File: src/rtl/serializer_pkg.sv
// Shared types and sizing helpers for the serializer family.
package serializer_pkg;

  typedef enum logic {S_IDLE, S_SHIFT} ser_state_t;

  // Remaining-bit counter must hold WIDTH-1; never narrower than one bit.
  function automatic int cnt_width(input int width);
    return (width > 2) ? $clog2(width) : 1;
  endfunction

  localparam int DEFAULT_WIDTH = 8;
  localparam int CNT_W         = cnt_width(DEFAULT_WIDTH);

endpackage

File: src/rtl/bit_down_counter.sv
// Loadable down-counter that saturates at zero and flags when it is there.
module bit_down_counter #(
  parameter int W = 3
) (
  input  logic         clock,
  input  logic         reset,
  input  logic         load,
  input  logic [W-1:0] value,
  input  logic         dec,
  output logic [W-1:0] count,
  output logic         zero
);

  assign zero = (count == '0);

  always_ff @(posedge clock or posedge reset) begin
    if (reset) begin
      count <= '0;
    end else if (load) begin
      count <= value;
    end else if (dec && !zero) begin
      count <= count - W'(1);
    end
  end

endmodule

File: src/rtl/piso_serializer.sv
// Parallel-in/serial-out front end: valid/ready word in, one registered bit per clock on x.
module piso_serializer
  import serializer_pkg::*;
#(
  parameter int WIDTH     = 8,
  parameter bit MSB_FIRST = 1,
  parameter bit IDLE_BIT  = 0
) (
  input  logic             clock,
  input  logic             reset,
  input  logic [WIDTH-1:0] data_in,
  input  logic             data_valid,
  output logic             data_ready,
  output logic             x,
  output logic             x_valid,
  output logic             last,
  output logic             busy
);

  localparam int                CNT_BITS = cnt_width(WIDTH);
  localparam logic [CNT_BITS-1:0] CNT_LOAD = CNT_BITS'(WIDTH - 1);

  ser_state_t          state, state_next;
  logic [WIDTH-1:0]    sreg, sreg_next;
  logic [CNT_BITS-1:0] count;
  logic                cnt_zero, cnt_load, cnt_dec;
  logic                x_next, x_valid_next, last_next, accept;

  function automatic logic head_bit(input logic [WIDTH-1:0] v);
    return MSB_FIRST ? v[WIDTH-1] : v[0];
  endfunction

  function automatic logic [WIDTH-1:0] shift_once(input logic [WIDTH-1:0] v);
    return MSB_FIRST ? (v << 1) : (v >> 1);
  endfunction

  bit_down_counter #(.W(CNT_BITS)) u_count (
    .clock (clock),
    .reset (reset),
    .load  (cnt_load),
    .value (CNT_LOAD),
    .dec   (cnt_dec),
    .count (count),
    .zero  (cnt_zero)
  );

  always_ff @(posedge clock or posedge reset) begin
    if (reset) state <= S_IDLE;
    else       state <= state_next;
  end

  // The first bit goes straight from data_in to x on the accept edge, so the
  // shift register keeps the word already advanced by one position.
  always_comb begin
    state_next   = state;
    sreg_next    = sreg;
    cnt_load     = 1'b0;
    cnt_dec      = 1'b0;
    x_next       = IDLE_BIT;
    x_valid_next = 1'b0;
    last_next    = 1'b0;
    data_ready   = !reset && ((state == S_IDLE) || cnt_zero);
    accept       = data_valid && data_ready;
    if (accept) begin
      state_next   = S_SHIFT;
      sreg_next    = shift_once(data_in);
      cnt_load     = 1'b1;
      x_next       = head_bit(data_in);
      x_valid_next = 1'b1;
    end else if (state == S_SHIFT && !cnt_zero) begin
      sreg_next    = shift_once(sreg);
      cnt_dec      = 1'b1;
      x_next       = head_bit(sreg);
      x_valid_next = 1'b1;
      last_next    = (count == CNT_BITS'(1));
    end else begin
      state_next   = S_IDLE;
    end
  end

  always_ff @(posedge clock or posedge reset) begin
    if (reset) begin
      sreg    <= '0;
      x       <= IDLE_BIT;
      x_valid <= 1'b0;
      last    <= 1'b0;
    end else begin
      sreg    <= sreg_next;
      x       <= x_next;
      x_valid <= x_valid_next;
      last    <= last_next;
    end
  end

  assign busy = (state == S_SHIFT);

endmodule

File: config.mk
export PLATFORM = sky130hd
export DESIGN_NAME = piso_serializer
export DESIGN_NICKNAME = d
export VERILOG_FILES = /design/src/rtl/serializer_pkg.sv /design/src/rtl/bit_down_counter.sv /design/src/rtl/piso_serializer.sv
export SDC_FILE = /design/constraint.sdc
export NUM_CORES = 1
export LEC_CHECK = 0
export ABC_AREA = 1
export CAP_MARGIN = 30
export CORE_UTILIZATION = 30
export CTS_BUF_LIST = sky130_fd_sc_hd__clkbuf_4 sky130_fd_sc_hd__clkbuf_8 sky130_fd_sc_hd__clkbuf_16
export DETAILED_ROUTE_END_ITERATION = 8
export SYNTH_ARGS = -nofsm -noshare
export SYNTH_HDL_FRONTEND = slang
export SYNTH_HIERARCHICAL = 1
export SYNTH_SLANG_ARGS = --single-unit
File: constraint.sdc
create_clock -name clock -period 1.7 [get_ports clock]
set_input_delay 0.51 -clock clock [delete_from_list [all_inputs] [get_ports clock]]
set_output_delay 0.51 -clock clock [all_outputs]
set_load 0.01 [all_outputs]
==> flow_metrics.py <==
metrics = {
    "status": {
        "status": "finished, violations left",
        "violations": "setup timing",
    },
    "sta": {
        "fin_skew_ns": 0.0009122,
        "grt_setup_unrepaired": "yes",
        "period_minus_slack_ns": 1.841,
        "hold_viol": 0,
        "fin_crit_sh": 1.083,
        "slew_violations": 0,
        "holdWs_ns": 0.5045,
        "max_freq_mhz": 543.0,
        "setup_viol": 1,
        "finalWorstSetupSlack_ns": -0.1415,
    },
    "cells_and_area": {
        "area_growth_pct": 38.74,
        "drive_gt1_frac": 0.3362,
        "stdcell_count": 146,
        "n_antenna_cell": 0,
        "fill_cells": 247,
        "multi_input_area_sq_um": 387.9,
        "nets": 131,
        "seqCellArea_sq_um": 350.3,
        "final_util": 0.4409,
    },
    "global_routing": {
        "grt_max_degree": 18,
        "antenna_found_initial": 0,
        "grt_pass1_wl_um": 2628,
        "grt_pass1_vias": 610,
        "grt.total_usage": 0.1353,
        "grt_remaining_overflow": 0,
    },
    "routing": {
        "drtIter0Drc": 4,
        "first_pass_iters": 6,
        "post_drt_via_cell_ratio": 4.548,
        "drt_wl_total_um": 1682,
        "antenna_left": 0,
        "vias": 664,
        "drc": 0,
        "wl_per_cell_um": 11.52,
    },
    "hold_path": {
        "hold_end": "x$_DFF_PP0_",
        "hp-start": "sreg[7]$_DFFE_PP0P_",
        "hp-class": "reg -> reg",
        "min_path_cells": 2,
    },
    "synth": {
        "synthCells": 85,
        "ys_warn_count": 6,
        "synth-seq-area-share": 0.4409,
        "yosysUniqueCellTypes": 20,
        "synth.avg_cell_area_sq_um": 9.347,
        "synth.largest_area_cell": "dfrtp_1",
        "synth_top_area_share": 0.4409,
        "synthTopCellsByArea": "dfrtp_1 (44%), nand2_1 (10%), o211ai_2 (9.4%)",
        "synth_seq_cells": 14,
        "synth_area_sq_um": 794.5,
    },
    "die": {
        "core-area_sq_um": 2500,
        "die_w_um": 53.46,
        "start_util": 0.3178,
        "io_pins": 16,
        "rows": 18,
        "die_h_um": 53.46,
        "die-area_sq_um": 2858,
    },
    "worst_setup_path": {
        "timing.rr.start": "u_count/count[1]$_DFFE_PP0P_",
        "r2r_slack_ns": 0.07,
        "cp_slowest_stage_delay_ns": 0.39,
        "path_cells": "inv_2, ha_4, ha_4, inv_2, nand2_4, inv_2, nor2_1, buf_2",
        "cp_max_fo": 2,
        "cp_common_cell": "inv_2",
        "crit_type": "reg -> out",
        "reg2regPathDepth": 11,
        "slowest_stage": "dfrtp_1",
        "rr_endpoint": "u_count/count[1]$_DFFE_PP0P_",
        "arrival_ns": 1.33,
        "required_ns": 1.19,
        "cp-start-kind": "register",
        "cp-end-kind": "output pin",
    },
    "cts": {
        "h-tree-depth": 1,
        "cts_tree": "built",
        "clk_pin_slew_ns": 0.08,
        "clk_latency_ns": 0.27,
        "numClockSinks": 14,
        "cts_buffer_depth": 2,
        "ctsHoldBuffers": 0,
        "cts_root_buf": "clkbuf_4",
        "numCtsBuffers": 3,
    },
    "place": {
        "port_buffers": 15,
        "post-dp-hpwl_um": 1230,
        "place_inst": 142,
        "place_congestion": 0.6997,
    },
    "power_and_ir_drop": {
        "p_per_area_nw_per_um2": 1566,
        "ir_worst_vdd_uv": 953.0,
        "leakagePower_nw": 0.5318,
        "power.total_mw": 1.726,
    },
    "flow_run": {
        "cap_violations": 0,
    },
}
[flip-flops by register name (all words and copies together) (netlist names)]
| register | cells |
|---|---|
| busy | 1 |
| x | 1 |
| last | 1 |
| x_valid | 1 |
| u_count/count | 3 |
| sreg | 7 |
[final cells by class]
| cell class | count | share of cell area |
|---|---|---|
| Timing Repair Buffer | 29 | 0.2259 |
| Sequential cell | 14 | 0.3178 |
| Inverter | 12 | 0.04994 |
| Multi-Input combinational cell | 58 | 0.3519 |
| Clock buffer | 3 | 0.02043 |
| Tap cell | 30 | 0.03405 |
[logic make-up (layout without fill, tap and decap cells)]
kind of cell               after synthesis  in the layout  share of synthesized area
DFF                                     14             14                     0.4409
AOI/OAI and AO/OA                        9              9                     0.1134
adders and majority gates                2              2                    0.03149
and+or+nand+nor                         44             44                     0.2976
other                                    1              3                   0.004720
buffers and inverters                   15             44                     0.1118
[routing by layer]
layer,global-route usage,wire length (um),up-vias
li1,-,-,347
met1,0.1713,773,304
met2,0.2229,815,11
met3,0.02586,65,2
met4,0.05263,29,0
met5,0,0,-
[worst max-delay path by stage]
stage	start	endpoint	cells after the start
floorplan	u_count/count[1]$_DFFE_PP0P_	data_ready	7
global route	u_count/count[1]$_DFFE_PP0P_	data_ready	8
global placement	reset	data_ready	3
detailed placement	reset	data_ready	3
finish	u_count/count[1]$_DFFE_PP0P_	data_ready	8
CTS	u_count/count[1]$_DFFE_PP0P_	data_ready	8
[report_power, final]
part           switching (mW)  total, mW  internal, mW
sequential             0.0782      0.560         0.481
clock                  0.0981      0.180        0.0821
combinational           0.532      0.986         0.454
total                   0.709       1.73          1.02
[cell usage after synthesis]
library cell	count
conb_1	1
nand2_1	22
o21ai_0	3
dfrtp_1	14
o211ai_2	6
inv_2	4
inv_8	1
inv_4	1
buf_4	1
buf_8	1
nand3_4	1
nor4_4	1
nand3_1	10
buf_6	1
nand2_2	2
nand2_4	1
inv_1	6
ha_1	2
nor2_1	1
nand4_1	6
[per-stage QoR]
stage | instance area, sq um | setup TNS [ns] | worst slack (ns)
2_1_floorplan | 802.0 | 0 | 0.04021
3_3_place_gp | 1054 | -0.6479 | -0.3687
3_5_place_dp | 1054 | -0.9297 | -0.3902
4_1_cts | 1092 | -0.1868 | -0.1868
5_1_grt | 1102 | -0.4181 | -0.2352
6_report | 1102 | -0.1415 | -0.1415
[worst max-delay path, delay by kind of cell (launching register included)]
family                   cells  cell delay (ns)
adder cells (fa/ha/maj)      2             0.27
buffers and inverters        4             0.28
flip-flops                   1             0.39
AND/OR/NAND/NOR              2             0.12
[repair_timing]
item / CTS / global route
endpoints found under the setup margin: 2 / 4
pin swaps: 2 / 0
buffers inserted: 1 / 0
gates resized for setup: 8 / 3
[cells in the final DEF (no fill, tap or decap)]
cell / netlist / layout
nor2_1: 1 / 1
inv_1: 6 / 4
dfrtp_1: 14 / 14
clkdlybuf4s50_1: 0 / 13
nand3_4: 1 / 1
inv_8: 1 / 1
ha_4: 0 / 2
nand3_1: 10 / 10
nand2_2: 2 / 2
nand2_1: 22 / 22
inv_2: 4 / 6
nor4_4: 1 / 1
o211ai_2: 6 / 6
buf_4: 1 / 14
clkbuf_4: 0 / 3
inv_4: 1 / 1
dlygate4sd2_1: 0 / 1
o21ai_0: 3 / 3
buf_2: 0 / 1
nand2_4: 1 / 1
nand4_1: 6 / 6
conb_1: 1 / 3
Note: power is estimated with default switching activity, not from simulation.
